==> src/rtl/regfile_writeback.sv <==
// Writeback stage: merges ALU results with buffered, extended load responses onto
// the register file write port and tracks outstanding loads in a busy scoreboard.
module regfile_writeback #(
  parameter int DEPTH = 4
) (
  input  logic        clk,
  input  logic        rst,
  input  logic        alu_valid,
  input  logic [4:0]  alu_rd,
  input  logic [31:0] alu_data,
  input  logic        iss_valid,
  input  logic [4:0]  iss_rd,
  output logic        iss_stall,
  input  logic        ld_valid,
  output logic        ld_ready,
  input  logic [4:0]  ld_rd,
  input  logic [31:0] ld_data,
  input  logic [2:0]  ld_funct3,
  input  logic [1:0]  ld_addr_lo,
  output logic [31:0] busy,
  output logic        err,
  output logic [4:0]  rw_dest,
  output logic [31:0] rw_data,
  output logic        rw_en
);

  localparam int AW = (DEPTH > 1) ? $clog2(DEPTH) : 1;
  localparam logic [AW:0] PTR_ONE = 1;

  typedef struct packed {
    logic [4:0]  rd;
    logic [31:0] data;
  } entry_t;

  entry_t      mem_q [DEPTH];
  entry_t      mem_d [DEPTH];
  logic [AW:0] wr_ptr_q, wr_ptr_d;
  logic [AW:0] rd_ptr_q, rd_ptr_d;
  logic [31:0] busy_q, busy_d;
  logic        err_q, err_d;
  logic [4:0]  rw_dest_q, rw_dest_d;
  logic [31:0] rw_data_q, rw_data_d;
  logic        rw_en_q, rw_en_d;
  logic        rw_ld_q, rw_ld_d;

  logic        fifo_empty, fifo_full;
  logic        push, pop;
  entry_t      head;
  logic [7:0]  ld_byte;
  logic [15:0] ld_half;
  logic [31:0] ld_ext;

  // Extraction of the addressed byte/half and sign or zero extension.
  always_comb begin
    case (ld_addr_lo)
      2'd0:    ld_byte = ld_data[7:0];
      2'd1:    ld_byte = ld_data[15:8];
      2'd2:    ld_byte = ld_data[23:16];
      default: ld_byte = ld_data[31:24];
    endcase
    ld_half = ld_addr_lo[1] ? ld_data[31:16] : ld_data[15:0];
    case (ld_funct3)
      3'b000:  ld_ext = {{24{ld_byte[7]}}, ld_byte};
      3'b100:  ld_ext = {24'h0, ld_byte};
      3'b001:  ld_ext = {{16{ld_half[15]}}, ld_half};
      3'b101:  ld_ext = {16'h0, ld_half};
      default: ld_ext = ld_data;
    endcase
  end

  assign fifo_empty = (wr_ptr_q == rd_ptr_q);
  assign fifo_full  = (wr_ptr_q[AW] != rd_ptr_q[AW]) &&
                      (wr_ptr_q[AW-1:0] == rd_ptr_q[AW-1:0]);
  assign ld_ready   = !fifo_full && !rst;
  assign push       = ld_valid && ld_ready;
  assign pop        = !alu_valid && !fifo_empty;
  assign head       = mem_q[rd_ptr_q[AW-1:0]];
  assign iss_stall  = (iss_rd != 5'd0) && busy_q[iss_rd];

  always_comb begin
    mem_d    = mem_q;
    wr_ptr_d = wr_ptr_q;
    rd_ptr_d = rd_ptr_q;
    if (push) begin
      mem_d[wr_ptr_q[AW-1:0]] = '{rd: ld_rd, data: ld_ext};
      wr_ptr_d = wr_ptr_q + PTR_ONE;
    end
    if (pop) begin
      rd_ptr_d = rd_ptr_q + PTR_ONE;
    end
  end

  // ALU wins the port; an rd==0 selection is consumed without a write.
  always_comb begin
    rw_en_d   = 1'b0;
    rw_ld_d   = 1'b0;
    rw_dest_d = 5'd0;
    rw_data_d = 32'h0;
    if (alu_valid) begin
      rw_en_d   = (alu_rd != 5'd0);
      rw_dest_d = alu_rd;
      rw_data_d = alu_data;
    end else if (pop) begin
      rw_en_d   = (head.rd != 5'd0);
      rw_ld_d   = (head.rd != 5'd0);
      rw_dest_d = head.rd;
      rw_data_d = head.data;
    end
  end

  // Clear follows the registered load write; a same-cycle issue overrides it.
  always_comb begin
    busy_d = busy_q;
    if (rw_en_q && rw_ld_q) begin
      busy_d[rw_dest_q] = 1'b0;
    end
    if (iss_valid && (iss_rd != 5'd0)) begin
      busy_d[iss_rd] = 1'b1;
    end
    busy_d[0] = 1'b0;
    err_d = err_q || (ld_valid && !ld_ready);
  end

  always_ff @(posedge clk) begin
    if (rst) begin
      wr_ptr_q  <= '0;
      rd_ptr_q  <= '0;
      busy_q    <= 32'h0;
      err_q     <= 1'b0;
      rw_dest_q <= 5'd0;
      rw_data_q <= 32'h0;
      rw_en_q   <= 1'b0;
      rw_ld_q   <= 1'b0;
    end else begin
      wr_ptr_q  <= wr_ptr_d;
      rd_ptr_q  <= rd_ptr_d;
      busy_q    <= busy_d;
      err_q     <= err_d;
      rw_dest_q <= rw_dest_d;
      rw_data_q <= rw_data_d;
      rw_en_q   <= rw_en_d;
      rw_ld_q   <= rw_ld_d;
    end
  end

  // Storage needs no reset; the pointers alone define which entries are live.
  always_ff @(posedge clk) begin
    mem_q <= mem_d;
  end

  assign busy    = busy_q;
  assign err     = err_q;
  assign rw_dest = rw_dest_q;
  assign rw_data = rw_data_q;
  assign rw_en   = rw_en_q;

endmodule

==> config.mk <==
export PLATFORM = sky130hd
export DESIGN_NAME = regfile_writeback
export DESIGN_NICKNAME = d
export VERILOG_FILES = /design/src/rtl/regfile_writeback.sv
export SDC_FILE = /design/constraint.sdc
export NUM_CORES = 1
export LEC_CHECK = 0
export ABC_CLOCK_PERIOD_IN_PS = 7440
export CAP_MARGIN = 40
export CORE_MARGIN = 5
export CORE_UTILIZATION = 45
export DETAILED_ROUTE_END_ITERATION = 16
export PLACE_DENSITY = 0.75
export SKIP_LAST_GASP = 1
export SYNTH_ARGS = -nofsm -noshare
export SYNTH_HDL_FRONTEND = slang
export SYNTH_SLANG_ARGS = --single-unit
==> constraint.sdc <==
create_clock -name clk -period 7.44 [get_ports clk]
set_clock_uncertainty 0.05 [all_clocks]
set_input_delay 1.116 -clock clk [delete_from_list [all_inputs] [get_ports clk]]
set_output_delay 1.116 -clock clk [all_outputs]
set_load 0.01 [all_outputs]
Word level (Yosys, flattened, before mapping) --
Cells that the tools add are included.
Storage, ports and cells: ROM bits 0, latch bits 0, memory bits (writable) 0, input port bits 89, register bits after elaboration 226, memories 0, logic and storage cells 85
Cells by class: eq/ne operators 8, muxes and demuxes 23, $lt $le $gt $ge 7, bitwise logic cells 5, reductions and logical operators 23, div/mod/pow operators 0, $add $sub $neg 2, shift-type cells 0, multiply operators 0
Operator list (number):
- $bwmux 148 | 1
- $mux 32 | 4
- $pmux 32 s4 | 1
- $mux 37 | 3
- $bmux 37 s2 | 1
- $demux 37 s2 | 1
- $and 32x32->32 | 1
- $not 32->32 | 1
- $or 32x32->32 | 1
- $pmux 8 s3 | 1
- $mux 16 | 1
- $reduce_bool 5->1 | 3
- $lt 5x6->1 const B | 2
- $logic_and 1x1->1 | 11
- $demux 1 s5 | 2
- $ge 5x1->1 const B | 2
- $mux 5 | 2
- $add 3x1->3 const B | 2
- $eq 3x3->1 const B | 2
- $ge 3x3->1 const B | 2
- $not 2->3 | 2
- $bmux 1 s5 | 1
- $logic_not 1->1 | 5
- $mux 1 | 5
- 11 further kinds | 11

Logic depth before layout (Yosys ltp) --
word-level depth 9, depth in mapped cells 6

Worst setup path before layout --
Ideal clock, no wire load.
path kind in2out, from input iss_rd[0], to output iss_stall, data required time 6.274 ns, arrival time 2.386 ns, setup slack 3.888 ns, cell stages on the path 4, cells stage by stage buf_1 mux4_2 a22oi_1 nand4_1
On the way: longest elaborated chain between the ends 3
RTL lines:
- start, declared | line 12 | input logic [4:0] iss_rd,
- $bmux 1 s5 | line 78 | assign iss_stall = (iss_rd != 5'd0) && busy_q[iss_rd];
- $mux 1 (implied by the code) | line 78
- $logic_and 1x1->1 (*) | line 78
- end, declared | line 13 | output logic iss_stall,
Mark *: on every way between the ends. The rest lies on a longest branch, timed or not. The select of a mux whose other input is x is not followed.

Final worst setup path --
Ends and elaborated chain as after synthesis.

==> results.yml <==
sta:
  worstMarginPinSlew_ns: 0.920
  slew_headroom_pct: 38.2
  rsz0062_at_grt: "false"
  min_period_ns: 4.65
  finalSetupViolCount: 0
  fmax_mhz: 215
  slew_viol_final: 0
  setup_tns_ns: 0
  post-route-period-util_pct: 62.5
  hold_viol: 0
grt:
  grt.overflow.total: 0
  antenna_found_initial: 2
  groute.usage.overall_pct: 20.0
  grt_max_degree: 43
  grt_pass1_vias: 6483
  grt_first_pass_wirelength_um: 37100
place:
  placedCellCount: 1014
  io_buffers: 160
  place_congestion: 0.875
  dpl.hpwl_um: 16400
job:
  cap_violations: 0
synth:
  synth_top_family_by_area: "multiplexers"
  ys_warn_count: 0
  synth_top_area_share_pct: 49.0
  synth-xor-area-share_pct: 0.676
  synth_top_flop_cell: "edfxtp_1"
  postSynthCellCount: 607
  synthArstFlopShare_pct: 0
  yosys.area_share.simple_pct: 6.31
  synth_area_um2: 9070
  synth_area_leader_cell: "edfxtp_1"
  syn_avg_cell_area_um2: 15.0
  synthAdderAreaFrac_pct: 0.689
  ys_ff_latch: 225
  synth_compound_area_share_pct: 10.9
  yosysSeqAreaShare_pct: 66.0
  synthTopCellsByArea: "edfxtp_1 49%, dfxtp_1 17%, mux4_2 12%"
  muxShareOfSynthArea_pct: 13.6
  synth_edf_count: 148
  ys_types: 44
  synth_nets: 701
floorplan:
  rows: 52
  die_w_um: 152
  start_util_pct: 45.3
  die_h_um: 152
  ios: 162
  coreArea_um2: 20000
  dieArea_um2: 23100
clock_tree:
  cts_buffer_depth: 3
  clk_pin_slew_ns: 0.06
  cts_made_buffers: 25
  cts_root_buffer: "clkbuf_16"
  insertion_delay_ns: 0.51
  ctsHoldBuffers: 0
  cts_sinks: 225
  cts_setup_buffers: 0
  post_cts_resized: 0
  cts_tree: "done"
  htreeDepth: 1
route:
  met2_length_um: 11500
  detail_route.wl_per_cell_um: 22.4
  drt-initial-drc-count: 466
  drc: 0
  top_layer: "met5"
  firstDrtPassIters: 5
  via_per_inst: 5.75
  wl_met1_um: 9800
  antenna_left: 0
  totalWireLength_um: 23700
  dr_total_vias: 6098
  wl_met3_um: 2070
critical_path:
  crit_fanout: 12
  crit_path_start: "iss_rd[0]"
  critical_path_class: "input pin to output pin"
  end_kind: "output pin"
  rr_worst_depth: 4
  arrival_ns: 3.48
  reg2reg_from: "rd_ptr_q[1]"
  cp-start-kind: "input pin"
  critPathRequiredTime_ns: 6.27
outcome:
  outcome: "complete, no violations"
cells_and_area:
  fillers: 1563
  nets: 865
  drive_above_1_share_pct: 14.1
  finish.utilization_pct: 59.3
  area_growth_pct: 30.9
  layout.cells.non_filler: 1060
hold_path:
  hold_path.class: "flip-flop to flip-flop"
  hold_path_startpoint: "err"
  hold_depth: 2
pwr:
  peakVddDrop_mv: 0.189
  p_per_area_nw_per_um2: 254
  p_total_mw: 3.02
  p_leak_nw: 4.02
==> final cells by class <==
cell class	count	area, µm²	area share (%)
clock inverters	10	92.6	0.779
diodes	1	2.50	0.0211
repair buffers	171	1790	15.1
flip-flops and latches	225	5990	50.4
multi-input cells	343	2950	24.8
well taps	270	338	2.84
clock buffers	35	693	5.84
inverters	5	18.8	0.158
==> routing by layer <==
| metal | up-vias | track usage (%) |
|---|---|---|
| li1 | 2721 | - |
| met1 | 3042 | 27.0 |
| met2 | 304 | 33.5 |
| met3 | 29 | 4.72 |
| met4 | 2 | 4.32 |
| met5 | - | 0 |
==> logic make-up (layout without fill, tap and decap cells) <==
kind of cell | Yosys count | in the layout
other | 1 | 2
AOI/OAI and AO/OA | 146 | 146
buffers and inverters | 39 | 221
and+or+nand+nor | 127 | 127
xor gates and xnor gates | 7 | 7
muxes | 57 | 57
DFF | 225 | 225
adders and majority gates | 5 | 5
==> power by group <==
| group | internal (mW) | leakage, nW | switching [mW] |
|---|---|---|---|
| Combinational | 0.224 | 1.65 | 0.206 |
| Clock | 0.689 | 0.387 | 0.476 |
| Sequential | 1.40 | 1.98 | 0.0276 |
| Total | 2.31 | 4.02 | 0.710 |
==> state kept, by name, summed over array words and instances, names as in the netlist <==
| name | flops |
|---|---|
| busy | 31 |
| rw_ld_q | 1 |
| rw_en | 1 |
| err | 1 |
| rw_dest | 5 |
| mem_q | 148 |
| rw_data | 32 |
| rd_ptr_q | 3 |
| wr_ptr_q | 3 |
==> through the flow <==
step	setup slack, ns	instance area [µm²]	hold slack [ns]
6_report	2.79	11900	0.420
5_1_grt	2.69	11900	0.459
4_1_cts	2.77	11900	0.429
3_5_place_dp	2.78	11100	0.415
3_3_place_gp	2.77	10900	0.402
2_1_floorplan	3.89	9070	0.452
==> critical path, stage by stage <==
cell and delay [ns]:
clkdlybuf4s50_1 0.91, mux4_2 0.59, a22oi_1 0.20, nand4_1 0.15, clkdlybuf4s50_1 0.50
==> cell usage in the layout (no fill, tap or decap), drive strengths merged, types with 2 or more instances in the layout <==
cell,synthesis,routed
mux4,52,52
buf,14,11
a21oi,34,34
nand2,83,83
or3,2,2
a31oi,2,2
or3b,2,2
nand3b,4,4
a311oi,2,2
o21ai,39,39
ha,5,5
edfxtp,148,148
a221o,7,7
nor2,13,13
clkinv,1,7
and2,5,5
xnor2,6,6
nand4b,2,2
dfxtp,77,77
a22o,44,44
and3,3,3
nand4,2,2
mux2,2,2
nor3,3,3
nor3b,4,4
a22oi,11,11
a21o,3,3
inv,4,7
mux2i,3,3
clkbuf,20,35
clkdlybuf4s50,0,160
==> path summary, 6_finish.rpt <==
kind	end	slack, ns
setup reg to reg	mem_q[58]	4.71
hold / removal	err	0.42
hold reg to reg	err	0.42
setup / recovery	iss_stall	2.79
==> cell usage after synthesis, types with 4 or more instances <==
cell type and instances:
a221o_1 7, a22oi_1 11, xnor2_1 6, dfxtp_1 77, clkbuf_1 20, and2_1 5
nor2_1 13, o21ai_0 39, a22o_1 44, a21oi_1 34, mux4_2 50, edfxtp_1 148
buf_1 4, buf_2 8, inv_1 4, nand2_1 83, nand3b_1 4, ha_1 5
nor3b_1 4
(Power assumes the default switching activity.)
